<file path="src/rtl/apb_pkg.sv">
// Shared types and defaults for the APB initiator bridge.
package apb_pkg;

  typedef enum logic [1:0] {
    IDLE   = 2'd0,
    SETUP  = 2'd1,
    ACCESS = 2'd2,
    RESP   = 2'd3
  } apb_mst_state_e;

  localparam int unsigned APB_ADDR_WIDTH_DEFAULT = 32;
  localparam int unsigned APB_DATA_WIDTH_DEFAULT = 32;
  localparam int unsigned TIMEOUT_DEFAULT        = 255;

endpackage

</file>
<file path="src/rtl/apb_master_bridge.sv">
// Core req/gnt/rvalid port to APB initiator: one outstanding transfer, wait
// states, slave errors and a watchdog that turns a hung ACCESS into an error.
module apb_master_bridge
  import apb_pkg::*;
#(
  parameter int unsigned APB_ADDR_WIDTH = APB_ADDR_WIDTH_DEFAULT,
  parameter int unsigned APB_DATA_WIDTH = APB_DATA_WIDTH_DEFAULT,
  parameter int unsigned TIMEOUT_CYCLES = TIMEOUT_DEFAULT,
  parameter int unsigned TO_CNT_WIDTH   = 8
) (
  input  logic                      clk_i,
  input  logic                      rst_ni,
  input  logic                      req_i,
  input  logic                      we_i,
  input  logic [APB_ADDR_WIDTH-1:0] addr_i,
  input  logic [APB_DATA_WIDTH-1:0] wdata_i,
  output logic                      gnt_o,
  output logic                      rvalid_o,
  output logic [APB_DATA_WIDTH-1:0] rdata_o,
  output logic                      err_o,
  output logic                      psel_o,
  output logic                      penable_o,
  output logic                      pwrite_o,
  output logic [APB_ADDR_WIDTH-1:0] paddr_o,
  output logic [APB_DATA_WIDTH-1:0] pwdata_o,
  input  logic [APB_DATA_WIDTH-1:0] prdata_i,
  input  logic                      pready_i,
  input  logic                      pslverr_i
);

  apb_mst_state_e          state_q, state_d;
  logic [TO_CNT_WIDTH-1:0] to_cnt_q;
  logic                    timeout_hit;

  assign timeout_hit = (TIMEOUT_CYCLES != 0) &&
                       (to_cnt_q == TO_CNT_WIDTH'(TIMEOUT_CYCLES - 1));

  always_comb begin
    state_d = state_q;
    gnt_o   = 1'b0;
    case (state_q)
      IDLE: begin
        gnt_o = req_i;
        if (req_i) state_d = SETUP;
      end
      SETUP:  state_d = ACCESS;
      ACCESS: if (pready_i || timeout_hit) state_d = RESP;
      RESP: begin
        gnt_o   = req_i;
        state_d = req_i ? SETUP : IDLE;
      end
      default: state_d = IDLE;
    endcase
  end

  // APB strobes and the response strobe are registered from the next state
  always_ff @(posedge clk_i or negedge rst_ni) begin
    if (!rst_ni) begin
      state_q   <= IDLE;
      psel_o    <= 1'b0;
      penable_o <= 1'b0;
      rvalid_o  <= 1'b0;
      pwrite_o  <= 1'b0;
      paddr_o   <= '0;
      pwdata_o  <= '0;
      rdata_o   <= '0;
      err_o     <= 1'b0;
      to_cnt_q  <= '0;
    end else begin
      state_q   <= state_d;
      psel_o    <= (state_d == SETUP) || (state_d == ACCESS);
      penable_o <= (state_d == ACCESS);
      rvalid_o  <= (state_d == RESP);

      if (gnt_o) begin
        paddr_o  <= addr_i;
        pwrite_o <= we_i;
        pwdata_o <= wdata_i;
      end

      // pready wins over the watchdog when both land in the same cycle
      if (state_q == ACCESS) begin
        if (pready_i) begin
          rdata_o <= (pwrite_o || pslverr_i) ? '0 : prdata_i;
          err_o   <= pslverr_i;
        end else if (timeout_hit) begin
          rdata_o <= '0;
          err_o   <= 1'b1;
        end
      end

      if (state_q == SETUP) begin
        to_cnt_q <= '0;
      end else if ((state_q == ACCESS) && !pready_i && !timeout_hit) begin
        to_cnt_q <= to_cnt_q + 1'b1;
      end
    end
  end

endmodule

</file>
<file path="config.mk">
export PLATFORM = sky130hd
export DESIGN_NAME = apb_master_bridge
export DESIGN_NICKNAME = d
export VERILOG_FILES = /design/src/rtl/apb_pkg.sv /design/src/rtl/apb_master_bridge.sv
export SDC_FILE = /design/constraint.sdc
export NUM_CORES = 1
export LEC_CHECK = 0
export BUFFER_PORTS_ARGS = -buffer_cell sky130_fd_sc_hd__buf_2
export CORE_ASPECT_RATIO = 2
export CORE_MARGIN = 4
export CORE_UTILIZATION = 51
export DETAILED_ROUTE_END_ITERATION = 8
export MAX_ROUTING_LAYER = met4
export PLACE_DENSITY = 0.84
export SETUP_SLACK_MARGIN = 0.2
export SLEW_MARGIN = 25
export SYNTH_ARGS = -nofsm -noshare
export SYNTH_HDL_FRONTEND = slang
export SYNTH_SLANG_ARGS = --single-unit
</file>
<file path="constraint.sdc">
create_clock -name clk_i -period 2.9 [get_ports clk_i]
set_input_delay 0 -clock clk_i [delete_from_list [all_inputs] [get_ports clk_i]]
set_output_delay 0 -clock clk_i [all_outputs]
set_load 0.01 [all_outputs]
</file>
==> key figures, run 1 <==
Layout
  • Commonest non-fill, non-tap cell in the layout: buf_2
  • Layout area overhead: 49.9%
  • FILL cells: 516
  • Non-Filler Instances: 727
  • Multi-input gate area: 1770 sq um
  • Most frequent cells in the layout: 202 x buf_2, 111 x dfrtp_1, 98 x dlygate4sd3_1, 69 x mux2_2, 29 x a221o_1
  • Design area: 7050 sq um
  • Register area: 2780 sq um
  • Fin nets: 728
  • Fraction of layout cells with a size suffix above 1: 52.0%

Global routing
  • First-pass GRT wire length: 22800 microns
  • Pin count of the biggest net entering global routing: 88
  • Initial antenna violation count: 2
  • Vias in the first global route: 4245
  • GRT Total Usage: 27.3%
  • Grt total ovfl: 0

Critical path
  • Crit Path Class: flip-flop to flip-flop
  • CP Max Fanout: 19
  • CP endpoint kind: flip-flop
  • Critical Path End: rdata_o[17]
  • Data required time of the critical path: 3.17 ns
  • R2R Setup Slk: 0.87 ns
  • Worst setup path startpoint: to_cnt_q[0]
  • Crit path DAT: 2.29 ns
  • Reg2reg end: rdata_o[17]
  • Cell count of the worst reg-to-reg path: 6
  • FF-to-FF Start: to_cnt_q[0]
  • Startpoint Class: flip-flop

Floorplanning
  • Core Box Area: 9010 sq um
  • Io pins: 204
  • Die area: 10900 sq um
  • Initial Util: 52.2%
  • Std cell rows: 49
  • Die Y: 144 microns
  • DIE WIDTH: 75.9 microns

Pwr
  • Max IR drop VDD: 601 uV
  • Clock Power Share: 16.6%
  • LEAKAGE: 3.37 nW
  • Comb power frac: 45.2%
  • Sw Share: 35.8%
  • Int Pwr: 0.00477 W
  • PD cells: 1050 nW/um^2
  • Switching pwr: 0.00266 W
  • Seq pwr share: 38.2%

Routing
  • Routed Antenna Nets: 0
  • Starting DRT DRC Count: 204
  • Vias/cell: 5.45
  • Overall routed net length: 14700 microns
  • Routed len/inst: 20.3 microns
  • Via count: 3964
  • DRC: 0
  • Initial DRT Pass Iterations: 4

Placement
  • Final HPWL DP: 8780 microns
  • Final Wtd Congestion: 0.832
  • Post-DP Area: 5770 sq um
  • Worst slack at placement: 0.950 ns
  • Placed cell count: 612
  • IO Port Bufs: 203

Synth
  • Syn Nets: 429
  • Post-synth cell types: 42
  • Synthesis Warnings: 0
  • Synth Instances: 320
  • Synth area leaders: dfrtp_1 59%, mux2_2 17%, a221o_1 6.2%
  • Dominant cell type by area after synthesis: dfrtp_1
  • Syn_area_per_cell: 14.7 sq um
  • Area share of the largest cell type after synthesis: 59.1%
  • Sequential fraction of the synthesis area: 59.1%
  • Number of synthesized register bits: 111
  • Synth Cell Area: 4700 sq um

STA
  • Fin Setup TNS: 0 ns
  • Slew Viols, Final: 0
  • Clock skew: 0.0111 ns
  • Achievable frequency: 494 MHz
  • RSZ-0062 raised after global routing: no
  • Final setup fails: 0
  • Final setup margin: 0.874 ns
  • Tmin final: 2.03 ns
  • Final hold viol count: 0
  • Tcrit/Tclk final: 69.9%
  • Worst-margin pin slew: 0.782 ns
  • Rel. slew slack: 47.9%

Clock tree
  • Clk root buf: clkbuf_16
  • CTS Sinks: 111
  • Maximum clock path buffer count: 2
  • Cts bufs inserted: 9
  • Hold Buf Count CTS: 98
  • CTS tree: built
  • Post-CTS setup buffers: 0
  • H-tree depth: 3
  • Post-cts repair resize count: 0
  • Skew-Pair Late Insertion Delay: 0.34 ns
  • Clk pin slew, worst setup/hold paths: 0.08 ns

Run status
  • Outcome: finished clean

Min path
  • Worst Min Path Start: pslverr_i
  • Worst hold-check path type: input port to flip-flop

Flow run
  • Max Cap Viol: 0
-- cells in the mapped netlist --
cell      count
a221o_1      29
buf_2         3
a21oi_4       1
dfrtp_1     111
and4bb_2      1
nand4b_1      1
nor4_1        1
nand2_1       3
a41oi_1       1
ha_1          7
buf_6         5
clkbuf_1      4
buf_4         5
nor3b_1       1
and2_1        2
nor2_1        5
inv_1         4
nand3_1       1
a31oi_1       2
o21bai_1      1
nor2b_1       6
a21oi_1       3
and2b_2      23
clkbuf_4      1
and4b_1       1
and2b_1       7
a21boi_0      1
mux2_2       69
o21ai_0       3
or3_1         1
and3b_1       1
nand3b_1      1
and3_4        1
clkbuf_8      1
and4_4        1
nor3_1        1
o211ai_1      1
a221o_2       3
o32a_1        1
o31ai_1       1
nand4_1       2
a211oi_1      3
-- layout make-up --
class / instances / area share, %
inverter: 4 / 0.213
clock buffer: 9 / 3.19
timing repair buffer: 307 / 29.2
antenna: 2 / 0.0710
multi-input combinational: 186 / 25.1
sequential: 111 / 39.4
tap: 102 / 1.81
clock inverter: 6 / 0.958
-- registers in the layout, indices dropped and copies added, names as in the netlist, 2 cells and up --
register  count
paddr_o      32
pwdata_o     32
rdata_o      32
state_q       2
to_cnt_q      8
-- cell families (layout without fill, tap and decap cells) --
kind of cell / Yosys count / after routing / share of synthesized area [%]
flip-flops: 111 / 111 / 59.1
multiplexers: 69 / 69 / 16.5
AND/OR/NAND/NOR: 60 / 60 / 9.50
AO/OA/AOI/OAI: 50 / 50 / 9.66
buffers and inverters: 23 / 326 / 3.40
adder cells (fa/ha/maj): 7 / 7 / 1.86
other: 0 / 2 / 0
-- how the worst min path moves through the flow --
stage	endpoint	cells past startpoint	slack, ns
2_1_floorplan	err_o	0	-0.30
3_3_place_gp	rdata_o[22]	2	0.23
3_5_place_dp	rdata_o[23]	2	0.23
4_1_cts	err_o	4	0.04
5_1_grt	err_o	4	0.08
6_report	err_o	4	0.04
-- power groups by stage --
stage,clock [W],sequential (W),combinational (W)
after global routing,0.00132,0.00293,0.00359
after CTS,0.00125,0.00278,0.00328
after global placement,0,0.00276,0.00305
final,0.00124,0.00284,0.00336
after floorplan,0,0.00310,0.00165
after detailed placement,0,0.00280,0.00317
-- worst max-delay path: stages (launching register included) --
cell and delay [ns]:
dfrtp_1 0.41, inv_1 0.08, ha_1 0.23, and4_4 0.23
a21oi_4 0.45, buf_4 0.31, a221o_1 0.23
-- metal layers --
layer | share of wire (%) | global-route usage [%]
met2 | 58 | 48.6
met1 | 33 | 28.6
met3 | 5.2 | 4.96
met4 | 3.8 | 13.5
met5 | 0 | -
-- per-stage QoR --
stage | hold slack [ns] | total power [W] | utilization, %
final | 0.0425 | 0.00743 | 78.2
after global routing | 0.0805 | 0.00785 | 78.2
after CTS | 0.0447 | 0.00732 | 78.1
after detailed placement | 0.234 | 0.00598 | 64.0
after global placement | 0.231 | 0.00581 | 64.0
after floorplan | -0.296 | 0.00475 | -
(Power assumes the default switching activity.)
==> run 2, diff against run 1 <==
--- a/config.mk
+++ b/config.mk
@@ -8,10 +8,10 @@
 export BUFFER_PORTS_ARGS = -buffer_cell sky130_fd_sc_hd__buf_2
 export CORE_ASPECT_RATIO = 2
 export CORE_MARGIN = 4
-export CORE_UTILIZATION = 51
+export CORE_UTILIZATION = 47
 export DETAILED_ROUTE_END_ITERATION = 8
 export MAX_ROUTING_LAYER = met4
-export PLACE_DENSITY = 0.84
+export PLACE_DENSITY = 0.78
 export SETUP_SLACK_MARGIN = 0.2
 export SLEW_MARGIN = 25
 export SYNTH_ARGS = -nofsm -noshare
==> constraint.sdc (replaced) <==
create_clock -name clk_i -period 1.9 [get_ports clk_i]
set_input_delay 0 -clock clk_i [delete_from_list [all_inputs] [get_ports clk_i]]
set_output_delay 0 -clock clk_i [all_outputs]
set_load 0.01 [all_outputs]
==> key figures, run 2 (synthesis gave the netlist of run 1 again) <==
Placement
  • Final Wtd Congestion: 0.870 (was 0.832)
  • IO Port Bufs: 203 (unchanged)
  • Final HPWL DP: 8970 microns (was 8780 microns)
  • Worst slack at placement: 0.00399 ns (was 0.950 ns)

Clock tree
  • Maximum clock path buffer count: 2 (unchanged)
  • Cts bufs inserted: 9 (unchanged)
  • Skew-Pair Late Insertion Delay: 0.35 ns (was 0.34 ns)
  • Clk pin slew, worst setup/hold paths: 0.08 ns (about the same)
  • CTS Sinks: 111 (unchanged)
  • CTS tree: built (unchanged)
  • H-tree depth: 3 (unchanged)
  • Clk root buf: clkbuf_16 (unchanged)

Global routing
  • Pin count of the biggest net entering global routing: 55 (was 88)
  • First-pass GRT wire length: 21800 microns (was 22800 microns)
  • Met1 usage: 25.5% (was 28.6%)
  • GRT met3 Usage: 3.86% (was 4.96%)
  • Grt total ovfl: 0 (unchanged)
  • Initial antenna violation count: 1 (was 2)
  • GRT Total Usage: 24.9% (was 27.3%)
  • Most used routing layer: met2 (unchanged)
  • Met2 Usage GRT: 45.4% (was 48.6%)
  • Vias in the first global route: 4286 (was 4245)

Pwr
  • Switching pwr: 0.00448 W (was 0.00266 W)
  • Max IR drop VDD: 1090 uV (was 601 uV)
  • Clock Power Share: 15.0% (was 16.6%)
  • LEAKAGE: 3.73 nW (was 3.37 nW)
  • PD cells: 1670 nW/um^2 (was 1050 nW/um^2)
  • Comb power frac: 51.3% (was 45.2%)
  • Power Total: 0.0129 W (was 0.00743 W)
  • Sw Share: 34.8% (was 35.8%)
  • Seq pwr share: 33.7% (was 38.2%)
  • Int Pwr: 0.00839 W (was 0.00477 W)

Critical path
  • Data required time of the critical path: 2.13 ns (was 3.17 ns)
  • CP Max Fanout: 7 (was 19)
  • R2R Setup Slk: 0.16 ns (was 0.87 ns)
  • CP endpoint kind: flip-flop (unchanged)
  • Crit path DAT: 1.96 ns (was 2.29 ns)
  • Startpoint Class: flip-flop (unchanged)
  • Crit Path Class: flip-flop to flip-flop (unchanged)

STA
  • RSZ-0062 raised after global routing: yes (was no)
  • Tcrit/Tclk final: 91.4% (was 69.9%)
  • Final setup margin: 0.164 ns (was 0.874 ns)
  • Achievable frequency: 576 MHz (was 494 MHz)
  • Clock skew: 0.0134 ns (was 0.0111 ns)
  • Slew Viols, Final: 0 (unchanged)
  • Worst-margin pin slew: 0.700 ns (was 0.782 ns)
  • Rel. slew slack: 53.3% (was 47.9%)
  • Tmin final: 1.74 ns (was 2.03 ns)
  • Fin Setup TNS: 0 ns (unchanged)
  • Final setup fails: 0 (unchanged)
  • Final hold viol count: 0 (unchanged)

Routing
  • Vias/cell: 5.34 (was 5.45)
  • Routed len/inst: 20.6 microns (was 20.3 microns)
  • Starting DRT DRC Count: 186 (was 204)
  • DRC: 0 (unchanged)
  • Initial DRT Pass Iterations: 4 (unchanged)
  • Routed Antenna Nets: 0 (unchanged)
  • Via count: 4165 (was 3964)
  • Overall routed net length: 16000 microns (was 14700 microns)

Min path
  • Worst hold-check path type: input port to flip-flop (unchanged)

Layout
  • FILL cells: 569 (was 516)
  • Fin nets: 751 (was 728)
  • Layout area overhead: 63.5% (was 49.9%)
  • Biggest regs: paddr_o: 32 flops, pwdata_o: 32 flops, rdata_o: 32 flops (unchanged)
  • Most frequent cells in the layout: 201 x buf_2, 110 x dfrtp_1, 98 x dlygate4sd3_1, 48 x mux2_4, 29 x a221o_1 (was 202 x buf_2, 111 x dfrtp_1, 98 x dlygate4sd3_1, 69 x mux2_2, 29 x a221o_1)
  • Commonest non-fill, non-tap cell in the layout: buf_2 (unchanged)
  • Fraction of layout cells with a size suffix above 1: 55.0% (was 52.0%)
  • Register area: 2780 sq um (about the same)
  • Multi-input gate area: 2000 sq um (was 1770 sq um)
  • Final core occ: 78.8% (was 78.2%)

Run status
  • Outcome: finished clean (unchanged)

Floorplanning
  • Core Box Area: 9760 sq um (was 9010 sq um)
  • Initial Util: 48.2% (was 52.2%)
  • Io pins: 204 (unchanged)
  • DIE WIDTH: 78.7 microns (was 75.9 microns)
  • Die area: 11800 sq um (was 10900 sq um)
  • Std cell rows: 51 (was 49)
  • Die Y: 149 microns (was 144 microns)

Flow run
  • Max Cap Viol: 0 (unchanged)
-- run 2: final timing paths --
| kind | from | endpoint | cells past startpoint |
|---|---|---|---|
| min reg2reg | paddr_o[24] | paddr_o[24] | 1 |
| max | state_q[1] | paddr_o[12] | 6 |
| max in group asynchronous | rst_ni | rdata_o[14] | 3 |
| min | pslverr_i | err_o | 4 |
| max reg2reg | state_q[1] | paddr_o[12] | 6 |
| min in group asynchronous | rst_ni | pwdata_o[7] | 2 |
-- run 2: routing by layer --
layer  wire, microns  part of all wire, %  up-vias
li1                -                    -     1820
met1            5210                   32     2104
met2            9070                   57      182
met3             889                  5.5       59
met4             864                  5.4        0
met5               0                    0        -
-- run 2: power groups by stage --
| stage | combinational, W | sequential (W) | clock (W) |
|---|---|---|---|
| 2_1_floorplan | 0.00257 | 0.00472 | 0 |
| 3_3_place_gp | 0.00476 | 0.00419 | 0 |
| 3_5_place_dp | 0.00495 | 0.00425 | 0 |
| 4_1_cts | 0.00552 | 0.00421 | 0.00197 |
| 5_1_grt | 0.00699 | 0.00448 | 0.00207 |
| 6_report | 0.00660 | 0.00434 | 0.00193 |
-- run 2: through the flow --
step,area [sq um],hold WS (ns),instances
6_report,7690,0.0527,780
5_1_grt,7690,0.0814,780
4_1_cts,7320,0.0444,768
3_5_place_dp,5870,0.0785,645
3_3_place_gp,5870,0.0727,645
2_1_floorplan,4720,-0.296,320
-- run 2: repair_timing --
action	CTS	global route
hold buffers	98	0
resized for setup	8	56
gates cloned	2	4
endpoints found under the hold margin	149	0
endpoints found under the setup margin	101	94
pin swaps	0	4
setup buffers	7	7
-- run 2: worst max-delay path, stage by stage, from the launching register on --
cell,delay (ns)
dfrtp_2,0.44
inv_2,0.09
ha_4,0.22
nor2b_4,0.22
buf_6,0.17
clkbuf_16,0.17
mux2_4,0.31
-- run 2: cell type report --
cell class	count	area share (%)
clock inverter	6	1.01
antenna	1	0.0325
inverter	4	0.195
sequential	111	36.1
multi-input combinational	186	26.0
tap	132	2.15
clock buffer	10	2.98
timing repair buffer	330	31.5
